## config.mk

```make
export PLATFORM = sky130hd
export DESIGN_NAME = safe_planning_multi_obs
export DESIGN_NICKNAME = d
export VERILOG_FILES = /design/src/rtl/planning_pkg.sv /design/src/rtl/planning_obstacle.sv /design/src/rtl/safe_planning_multi_obs.sv
export SDC_FILE = /design/constraint.sdc
export NUM_CORES = 1
export LEC_CHECK = 0
export ABC_AREA = 0
export CAP_MARGIN = 40
export CORE_MARGIN = 2
export CORE_UTILIZATION = 37
export DETAILED_ROUTE_END_ITERATION = 16
export GPL_TIMING_DRIVEN = 0
export SYNTH_ARGS = -nofsm -noshare
export SYNTH_HDL_FRONTEND = slang
export SYNTH_HIERARCHICAL = 1
export SYNTH_SLANG_ARGS = --single-unit
export TNS_END_PERCENT = 50
```

## constraint.sdc

```tcl
create_clock -name clk -period 4.75 [get_ports clk]
set_input_delay 0.7125 -clock clk [delete_from_list [all_inputs] [get_ports clk]]
set_output_delay 0.7125 -clock clk [all_outputs]
set_load 0.005 [all_outputs]
```

## src/rtl/planning_pkg.sv

```systemverilog
// Shared definitions for the multi-obstacle safe-planning plant.
// Holds the phase encoding, the bit positions of a 4-bit move request
// {right,left,down,up}, and the wall test used by both the robot and the
// obstacles so that both obey exactly the same geometry.
// No ports (package).
package planning_pkg;

    typedef enum logic [2:0] {
        FIRST,
        INIT,
        RUN,
        ERROR,
        GOAL
    } phase_t;

    localparam int DIR_UP    = 0;
    localparam int DIR_DOWN  = 1;
    localparam int DIR_LEFT  = 2;
    localparam int DIR_RIGHT = 3;

    // Wall A separates x=K-1|K for rows y<2K, wall B separates x=2K-1|2K
    // for rows y>=2K. A horizontal step from (x,y) is blocked when it would
    // cross one of them; y is the row before the move.
    function automatic logic wall_blocks(input int x, input int y,
                                         input logic dir_right, input int k);
        logic blk;
        if (dir_right)
            blk = ((x == k - 1) && (y < 2 * k)) || ((x == 2 * k - 1) && (y >= 2 * k));
        else
            blk = ((x == k) && (y < 2 * k)) || ((x == 2 * k) && (y >= 2 * k));
        return blk;
    endfunction

endpackage

```

## src/rtl/planning_obstacle.sv

```systemverilog
// One obstacle of the safe-planning plant.
// Ports:
//   clk, rst      clock, asynchronous active-high reset (position -> (0,0))
//   load_i        load the start position (INIT_X, INIT_Y) this cycle
//   live_i        plant is in a live phase; moves are only taken then
//   move_i        {right,left,down,up} requests from the environment
//   rt_o          real-time event: live and any move bit set
//   x_o, y_o      registered position
// Vertical and horizontal steps may both happen in one cycle. Up wins over
// down, left wins over right. Steps clamp at the grid border and a
// horizontal step is dropped if it would cross a wall.
module planning_obstacle
    import planning_pkg::*;
#(
    parameter int K      = 2,
    parameter int W      = 4,
    parameter int INIT_X = 0,
    parameter int INIT_Y = 0
) (
    input  logic         clk,
    input  logic         rst,
    input  logic         load_i,
    input  logic         live_i,
    input  logic [3:0]   move_i,
    output logic         rt_o,
    output logic [W-1:0] x_o,
    output logic [W-1:0] y_o
);

    localparam logic [W-1:0] MAXC = W'(3 * K - 1);

    logic [W-1:0] x_q, y_q, x_d, y_d;

    assign rt_o = live_i & (|move_i);
    assign x_o  = x_q;
    assign y_o  = y_q;

    always_comb begin
        x_d = x_q;
        y_d = y_q;
        if (move_i[DIR_UP]) begin
            if (y_q != '0) y_d = y_q - W'(1);
        end else if (move_i[DIR_DOWN]) begin
            if (y_q != MAXC) y_d = y_q + W'(1);
        end
        // Wall test uses the row before this cycle's vertical step.
        if (move_i[DIR_LEFT]) begin
            if ((x_q != '0) && !wall_blocks(int'(x_q), int'(y_q), 1'b0, K))
                x_d = x_q - W'(1);
        end else if (move_i[DIR_RIGHT]) begin
            if ((x_q != MAXC) && !wall_blocks(int'(x_q), int'(y_q), 1'b1, K))
                x_d = x_q + W'(1);
        end
    end

    always_ff @(posedge clk or posedge rst) begin
        if (rst) begin
            x_q <= '0;
            y_q <= '0;
        end else if (load_i) begin
            x_q <= W'(INIT_X);
            y_q <= W'(INIT_Y);
        end else if (live_i) begin
            x_q <= x_d;
            y_q <= y_d;
        end
    end

endmodule

```

## src/rtl/safe_planning_multi_obs.sv

```systemverilog
// Safe-planning plant: one robot and N_OBS obstacles on a 3K x 3K grid.
// Ports:
//   clk, rst                 clock, asynchronous active-high reset
//   end_init                 environment ends INIT, robot may start
//   move_robot               environment grants the robot a move
//   move_obs[4i+3:4i]        obstacle i {right,left,down,up}
//   controllable_*           robot direction request (down>up>left>right)
//   error, goal              sticky collision / goal flags (registered)
//   _rt_robot, _rt_obs       real-time move events this cycle
// y grows with "down"; "up" decreases y. The phase FSM, robot position,
// fairness flag (excl) and the error/goal latches live here; the
// obstacles are instantiated per index.
module safe_planning_multi_obs
    import planning_pkg::*;
#(
    parameter int K      = 2,
    parameter int N_OBS  = 2,
    parameter int W      = 4,
    parameter int GOAL_X = 5,
    parameter int GOAL_Y = 5
) (
    input  logic               clk,
    input  logic               rst,
    input  logic               end_init,
    input  logic               move_robot,
    input  logic [4*N_OBS-1:0] move_obs,
    input  logic               controllable_up,
    input  logic               controllable_down,
    input  logic               controllable_left,
    input  logic               controllable_right,
    output logic               error,
    output logic               goal,
    output logic               _rt_robot,
    output logic [N_OBS-1:0]   _rt_obs
);

    localparam int SW = $clog2(N_OBS + 2);
    localparam logic [W-1:0] MAXC = W'(3 * K - 1);

    phase_t       phase_q;
    logic [W-1:0] robotX_q, robotY_q, robotX_d, robotY_d;
    logic         excl_q, error_q, goal_q;
    logic         live, loadObs, curExcl, coll, errSet, goalSet;
    logic [SW-1:0] rtCount;
    logic [W-1:0] obsX [N_OBS];
    logic [W-1:0] obsY [N_OBS];
    logic [N_OBS-1:0] hit;

    assign live      = (phase_q == INIT) || (phase_q == RUN);
    assign loadObs   = (phase_q == FIRST);
    assign _rt_robot = (phase_q == RUN) & move_robot;
    assign error     = error_q;
    assign goal      = goal_q;

    for (genvar i = 0; i < N_OBS; i++) begin : genObs
        // Start column saturates at the right border; start row likewise.
        localparam int IX = (2 + i > 3 * K - 1) ? 3 * K - 1 : 2 + i;
        localparam int IY = (i > 3 * K - 1) ? 3 * K - 1 : i;
        planning_obstacle #(
            .K(K), .W(W), .INIT_X(IX), .INIT_Y(IY)
        ) uObs (
            .clk    (clk),
            .rst    (rst),
            .load_i (loadObs),
            .live_i (live),
            .move_i (move_obs[4*i +: 4]),
            .rt_o   (_rt_obs[i]),
            .x_o    (obsX[i]),
            .y_o    (obsY[i])
        );
        assign hit[i] = (obsX[i] == robotX_q) && (obsY[i] == robotY_q);
    end

    assign coll = |hit;

    // The environment is fair only while at most one real-time event fires.
    always_comb begin
        rtCount = SW'(_rt_robot);
        for (int i = 0; i < N_OBS; i++)
            rtCount = rtCount + SW'(_rt_obs[i]);
    end

    assign curExcl = (rtCount <= SW'(1));
    assign errSet  = excl_q & curExcl & coll;
    assign goalSet = excl_q & curExcl & ~coll &
                     (robotX_q == W'(GOAL_X)) & (robotY_q == W'(GOAL_Y));

    // Robot takes exactly one step in the highest-priority requested
    // direction; a clamped or walled step is simply lost.
    always_comb begin
        robotX_d = robotX_q;
        robotY_d = robotY_q;
        if (_rt_robot) begin
            if (controllable_down) begin
                if (robotY_q != MAXC) robotY_d = robotY_q + W'(1);
            end else if (controllable_up) begin
                if (robotY_q != '0) robotY_d = robotY_q - W'(1);
            end else if (controllable_left) begin
                if ((robotX_q != '0) &&
                    !wall_blocks(int'(robotX_q), int'(robotY_q), 1'b0, K))
                    robotX_d = robotX_q - W'(1);
            end else if (controllable_right) begin
                if ((robotX_q != MAXC) &&
                    !wall_blocks(int'(robotX_q), int'(robotY_q), 1'b1, K))
                    robotX_d = robotX_q + W'(1);
            end
        end
    end

    // Phase FSM with the sticky flags. A collision detected during INIT also
    // ends the run in ERROR; error wins over goal in the same cycle.
    always_ff @(posedge clk or posedge rst) begin
        if (rst) begin
            phase_q  <= FIRST;
            robotX_q <= '0;
            robotY_q <= '0;
            excl_q   <= 1'b0;
            error_q  <= 1'b0;
            goal_q   <= 1'b0;
        end else begin
            unique case (phase_q)
                FIRST: begin
                    phase_q <= INIT;
                    excl_q  <= 1'b1;
                end
                INIT: begin
                    excl_q <= excl_q & curExcl;
                    if (errSet) begin
                        error_q <= 1'b1;
                        phase_q <= ERROR;
                    end else if (end_init) begin
                        phase_q <= RUN;
                    end
                end
                RUN: begin
                    excl_q   <= excl_q & curExcl;
                    robotX_q <= robotX_d;
                    robotY_q <= robotY_d;
                    if (errSet) begin
                        error_q <= 1'b1;
                        phase_q <= ERROR;
                    end else if (goalSet) begin
                        goal_q  <= 1'b1;
                        phase_q <= GOAL;
                    end
                end
                default: begin
                end
            endcase
        end
    end

endmodule

```

; ---- After elaboration in Yosys (flattened, before gate mapping)
; Cells that the tools add are included.
[word_totals]
register_bits = 30
in_bits = 16
output_inout_bits = 5
[classes]
addsub = 14
order_cmp = 7
n_eq_ne = 34
n_mux = 53
bitwise_logic = 12
n_reduce_logical = 68
[ops]
columns = cell, n
row1 = $mux W4, 32
row2 = $eq A4 B3 Y1 const B, 8
row3 = $reduce_bool A3 Y1, 9
row4 = $add A4 B1 Y4 const B, 6
row5 = $ne A4 B3 Y1 const B, 6
row6 = $reduce_bool A4 Y1, 6
row7 = $sub A4 B1 Y4 const B, 6
row8 = $logic_and A1 B1 Y1, 20
row9 = $eq A4 B4 Y1, 4
row10 = $reduce_and A4 Y1, 4
row11 = $mux W1, 15
row12 = $eq A4 B2 Y1 const B, 3
row13 = $eq A4 B4 Y1 const B, 3
row14 = $ge A4 B3 Y1 const B, 3
row15 = $lt A4 B3 Y1 const B, 3
row16 = $mux W3, 4
row17 = $ne A3 B1 Y1 const B, 4
row18 = $reduce_bool A2 Y1, 6
row19 = $pmux W3 S3, 1
row20 = $and A1 B1 Y1, 8
row21 = $reduce_or A4 Y1, 2
row22 = $logic_or A1 B1 Y1, 7
row23 = $reduce_and A7 Y1, 1
row24 = $logic_not A1 Y1, 6
row25 = 14 further kinds, 21

; ---- Logic depth before layout (Yosys ltp)
[logic_depth]
word_depth = 13
depth_mapped = 10

; ---- By module
; Netlist, hierarchy kept.
[by_module_without_submodules]
columns = module, instances, cells_each, area_per_inst_um2
row1 = safe_planning_multi_obs, 1, 117, 1188.6
row2 = planning_obstacle at genObs[1].uObs, 1, 71, 710.7
row3 = planning_obstacle at genObs[0].uObs, 1, 70, 691.9

; ---- Worst setup path before layout
; Ideal clock, no wire load.
[synth_timing]
path_type = input to register
start = in move_obs[4]
end = reg phase_q[1]
arrival_ps = 2399
required_ps = 4615
slack_ps = 2216
path_stages = 8
path_buffers = 1
cell_sequence = clkbuf_1 > o41a_1 > ha_1 > nand2_1 > nand3b_1 > or4_4 > nor3_1 > o22ai_1
[synth_via]
elab_chain_len = 10
[synth_lines]
columns = item, line_no
row1 = from (decl), safe_planning_multi_obs.sv:26  ; input logic [4*N_OBS-1:0] move_obs,
row2 = $reduce_or A4 Y1 (*), planning_obstacle.sv:34  ; assign rt_o = live_i & (|move_i);
row3 = $and A1 B1 Y1 (*), planning_obstacle.sv:34
row4 = via _rt_obs[1], safe_planning_multi_obs.sv:34  ; output logic [N_OBS-1:0] _rt_obs
row5 = $add A2 B1 Y2 (*), safe_planning_multi_obs.sv:80  ; rtCount = rtCount + SW'(_rt_obs[i]);
row6 = $le A2 B1 Y1 (*), safe_planning_multi_obs.sv:83  ; assign curExcl = (rtCount <= SW'(1));
row7 = $and A1 B1 Y1 (*), "safe_planning_multi_obs.sv:84, safe_planning_multi_obs.sv:85"
row8 = $and A1 B1 Y1 (2 in series), safe_planning_multi_obs.sv:85  ; assign goalSet = excl_q & curExcl & ~coll &
row9 = $and A1 B1 Y1, safe_planning_multi_obs.sv:86  ; (robotX_q == W'(GOAL_X)) & (robotY_q == W'(GOAL_Y));
row10 = $ne A3 B3 Y1 (no line), --
row11 = $reduce_and A3 Y1 (no line), --
row12 = to (signal assigned), safe_planning_multi_obs.sv:114  ; phase_q <= FIRST;
row13 = to (signal assigned), safe_planning_multi_obs.sv:123  ; phase_q <= INIT;
row14 = to (signal assigned), safe_planning_multi_obs.sv:130  ; phase_q <= ERROR;
row15 = to (decl), safe_planning_multi_obs.sv:40  ; phase_t phase_q;
; The timed path passes the listed nets; every way through them passes the cells marked *.
; A chain may end at the register's enable or synchronous reset.

; ---- Worst setup path after layout
[layout_timing]
start = in move_obs[4]
end = out _rt_obs[1]
[layout_via]
elab_chain_len = 2
[layout_lines]
columns = item, line_no
row1 = $reduce_or A4 Y1, planning_obstacle.sv:34
row2 = $and A1 B1 Y1, planning_obstacle.sv:34
row3 = to (decl), safe_planning_multi_obs.sv:34
; Every way passes these cells.

==> tab_implementation.tex <==
\begin{tabular}{lr}
\hline
Metric & Value \\
\hline
\multicolumn{2}{l}{\textbf{Place}} \\
Post-place instance area & around 2900 sq um \\
Placed wire-length estimate after detailed placement & around 4200 microns \\
Gpl congestion & between 0.7 and 0.8 \\
Port bufs & 20 \\
\multicolumn{2}{l}{\textbf{Synthesis}} \\
Cells taking the most area after synthesis & dfrtp\_1 29\%, xnor2\_1 8.1\%, ha\_1 6.3\% \\
Register area share after synthesis & 29.0\% \\
Number of enable flip-flop cells after synthesis & 0 \\
Area share of the largest cell type after synthesis & 29.0\% \\
Syn\_nets & between 200 and 300 \\
Post-synth top flop & dfrtp\_1 \\
Cell count after synthesis & 258 \\
Most area-hungry cell type in the Yosys netlist & dfrtp\_1 \\
Mapped Area & roughly 2600 sq um \\
FF+latch count, synth & 30 \\
Synth warnings & 6 \\
Count of distinct cell types in the synthesized netlist & between 60 and 70 \\
Share of async-settable or async-resettable flops after synthesis & 100\% \\
Mean instance size in the synthesized netlist & around 10 sq um \\
\multicolumn{2}{l}{\textbf{Critical path}} \\
WS Path Type & input port to output port \\
Cell breakdown of the critical path & clkdlybuf4s50\_1 > clkbuf\_1 > o41a\_1 > clkdlybuf4s50\_1 \\
Critical path endpoint category & output port \\
Worst Path Max Fanout & 9 \\
Kind of start point of the critical path & input port \\
Worst path top cell family by delay & buffers and inverters \\
Critical path buffer and inverter count & 3 \\
Required @ worst endpoint & about 4.0 ns \\
Crit path arrival time & $\sim$2.4 ns \\
Critical-path cell with the highest stage delay & clkdlybuf4s50\_1 \\
Maximum cell stage delay along the critical path & between 0.5 and 0.6 ns \\
Cell repeated most along the worst path & clkdlybuf4s50\_1 \\
\multicolumn{2}{l}{\textbf{GRT}} \\
Number of antenna violations at the first check in global routing & 0 \\
Global-route wire length before repair & about 9400 microns \\
Maximum number of pins on one net before global-route repair & 15 \\
All-Layer GR Usage & around 16\% \\
Aggregate global routing overflow & 0 \\
Vias in the first global route & between 1500 and 2000 \\
\multicolumn{2}{l}{\textbf{Clock tree}} \\
Root buf cell & clkbuf\_8 \\
Clock sink count & 30 \\
Maximum level of the CTS H-tree & 2 \\
\# Post-CTS Setup Buffers & 0 \\
Post-CTS resize count & 0 \\
Clock-pin slew reported for the worst setup and hold paths after clock tree synthesis & around 0.070 ns \\
Max Buffers Root-to-Sink & 2 \\
Number of buffers created by CTS & 5 \\
Post-CTS Hold Buffers & 0 \\
Clock Latency Late Sink & approximately 0.29 ns \\
TritonCTS clock tree & built \\
\multicolumn{2}{l}{\textbf{Drt}} \\
Drt wl/cell & $\sim$14 microns \\
Number of remaining DRC errors & 0 \\
Total Wirelength & around 5400 microns \\
Number of DRC violations after detailed-routing iteration 0 & 54 \\
Antenna-violating nets left & 0 \\
Pre-antenna DRT Iters & 4 \\
Number of vias per cell & between 5 and 6 \\
Via total after detailed routing & approximately 2000 \\
\multicolumn{2}{l}{\textbf{Floorplan}} \\
Chip height & between 80 and 90 microns \\
Placeable Area & 6790 sq um \\
Initial standard-cell utilization of the core & a little under two fifths \\
Top-Level Pins & 21 \\
Horizontal extent of the die & 87.7 microns \\
Row cnt & 30 \\
Area of the die & 7690 sq um \\
\multicolumn{2}{l}{\textbf{Job}} \\
Max cap viols & 0 \\
\multicolumn{2}{l}{\textbf{Power and ir drop}} \\
Part of the power in registers & between 40 and 50\% \\
Leakage Power & 1.27 nW \\
Net switching power figure & roughly 0.14 mW \\
Int Power & between 0.4 and 0.5 mW \\
Total power density per cell area & 182 nW/um\^{}2 \\
Clock share of power & 39.3\% \\
Net switching fraction of the power & between 20\% and 30\% \\
IR drop worst, VDD & 0.112 mV \\
Logic pwr share & 12.6\% \\
\multicolumn{2}{l}{\textbf{STA}} \\
Clock skew & approximately 0.0058 ns \\
Finish-stage setup viols & 0 \\
Peak clock frequency supported by timing & 0.323 GHz \\
Post-layout min period & about 3.1 ns \\
Final Hold Fails & 0 \\
Number of max-slew violations in the final report & 0 \\
Worst-case hold slack & 0.472 ns \\
Sum of negative setup slack & 0 ns \\
RSZ-0062 raised after global routing & false \\
Period utilization & about 65\% \\
Max-Slew Margin vs Limit & between 50\% and 60\% \\
Worst slew pin tran & just over 0.7 ns \\
\multicolumn{2}{l}{\textbf{Final layout}} \\
Final cell area excluding filler cells & around 3000 sq um \\
Total number of nets in the final design & approximately 320 \\
Area grow syn2layout & 16.1\% \\
Antenna cells & 0 \\
Share of cells above drive strength 1 & between 10\% and 20\% \\
\multicolumn{2}{l}{\textbf{Worst hold path}} \\
HP Class & flop to flop \\
\multicolumn{2}{l}{\textbf{Run status}} \\
Status & complete, no violations \\
\hline
\end{tabular}
-- worst paths after layout --
check / start / endpoint / slack, ns / depth (start not counted)
max: move_obs[4] / _rt_obs[1] / 1.66 / 4
min: goal$_DFFE_PP0P_ / goal$_DFFE_PP0P_ / 0.47 / 1
max reg2reg: phase_q[0]$_DFFE_PP0P_ / phase_q[1]$_DFFE_PP0P_ / 1.94 / 10
min reg2reg: goal$_DFFE_PP0P_ / goal$_DFFE_PP0P_ / 0.47 / 1
max in group asynchronous: rst / robotY_q[2]$_DFFE_PP0P_ / 3.54 / 2
min in group asynchronous: rst / genObs[0].uObs/y_o[2]$_DFFE_PP0P_ / 0.77 / 2
-- layer usage --
metal  GRT usage (%)  routed length [microns]  vias to the layer above
li1                -                        -                      997
met1            20.8                     2690                      967
met2            25.3                     2510                       23
met3            3.96                      148                        4
met4            4.20                       52                        0
met5               0                        0                        -
-- layout make-up --
class                   instances  area, sq um
multi-input cells             199         1680
repair buffers                 21          205
flip-flops and latches         30          751
inverters                      20         75.1
fillers                       674         3790
clock buffers                   7         86.3
well taps                      96          120
plain buffers                   9         85.1
clock inverters                 1         5.00
-- kinds of logic (layout without fill, tap and decap cells) --
family / after synthesis / in the layout / synth area share [%]
AO/OA/AOI/OAI: 68 / 68 / 20.3
XOR/XNOR: 28 / 28 / 9.46
adder cells (fa/ha/maj): 19 / 19 / 10.9
buffers and inverters: 29 / 58 / 6.18
flip-flops: 30 / 30 / 29.0
multiplexers: 10 / 10 / 4.73
AND/OR/NAND/NOR: 74 / 74 / 19.5
-- worst register-to-register path, stage by stage (launching register included) --
cell      delay, ns
dfrtp_1        0.38
buf_6          0.14
xnor2_1        0.12
nor2_1         0.54
o41a_1         0.33
ha_1           0.25
nand2_1        0.07
nand3b_1       0.16
or4_4          0.47
nor3_1         0.14
o22ai_1        0.10
-- per-stage QoR --
stage / util (%) / std cells / setup slack, ns / power, mW
finish: 44.3 / 383 / 1.66 / 0.549
CTS: 44.3 / 383 / 1.64 / 0.556
global placement: 42.9 / 374 / 1.47 / 0.337
detailed placement: 42.9 / 375 / 1.45 / 0.339
global route: 44.3 / 383 / 1.52 / 0.581
floorplan: - / 258 / 2.22 / 0.310
-- layout by cell type (no fill, tap or decap), types with 2 or more instances in the layout --
| cell | instances |
|---|---|
| a21boi_0 | 2 |
| a21o_1 | 5 |
| a21oi_1 | 13 |
| a22oi_1 | 4 |
| and3_1 | 3 |
| and3b_1 | 3 |
| buf_2 | 3 |
| buf_6 | 5 |
| clkbuf_1 | 2 |
| clkbuf_8 | 6 |
| clkdlybuf4s50_1 | 20 |
| dfrtp_1 | 30 |
| fa_1 | 6 |
| ha_1 | 13 |
| inv_1 | 19 |
| mux2_4 | 4 |
| mux2i_1 | 4 |
| nand2_1 | 9 |
| nand3_1 | 7 |
| nand4_1 | 5 |
| nor2_1 | 17 |
| nor2b_1 | 2 |
| nor3_1 | 2 |
| nor3b_1 | 5 |
| nor4_1 | 3 |
| nor4b_4 | 4 |
| o21a_1 | 5 |
| o21ai_0 | 8 |
| o21ai_1 | 3 |
| o21bai_1 | 3 |
| o221a_4 | 2 |
| o22ai_1 | 2 |
| o311a_1 | 2 |
| o41a_1 | 2 |
| or2_1 | 2 |
| or3_1 | 2 |
| xnor2_1 | 24 |
| xor2_1 | 4 |
-- power by group through the flow --
stage | Sequential [mW] | Combinational, mW | Clock, mW
after floorplan | 0.267 | 0.0433 | 0
after global placement | 0.269 | 0.0681 | 0
after detailed placement | 0.269 | 0.0700 | 0
after CTS | 0.264 | 0.0702 | 0.222
after global routing | 0.264 | 0.0791 | 0.238
final | 0.264 | 0.0692 | 0.216
-- synthesized netlist by cell type, drive strengths merged, types with 4 or more instances --
cell type  number
a21o            5
and3            4
fa              6
dfrtp          30
xnor2          24
nand3           8
mux2            6
nand2           9
o21ai          11
o21a            6
nor4b           5
nor2           19
inv            20
buf             8
nand4           5
nor3b           5
ha             13
xor2            4
mux2i           4
a22oi           4
a21oi          13
-- state kept, by name, indices dropped and copies added (netlist names) --
register,count
robotY_q,4
error,1
genObs.uObs/x_o,8
excl_q,1
robotX_q,4
genObs.uObs/y_o,8
goal,1
phase_q,3
Power figures use the tool's default switching activity.
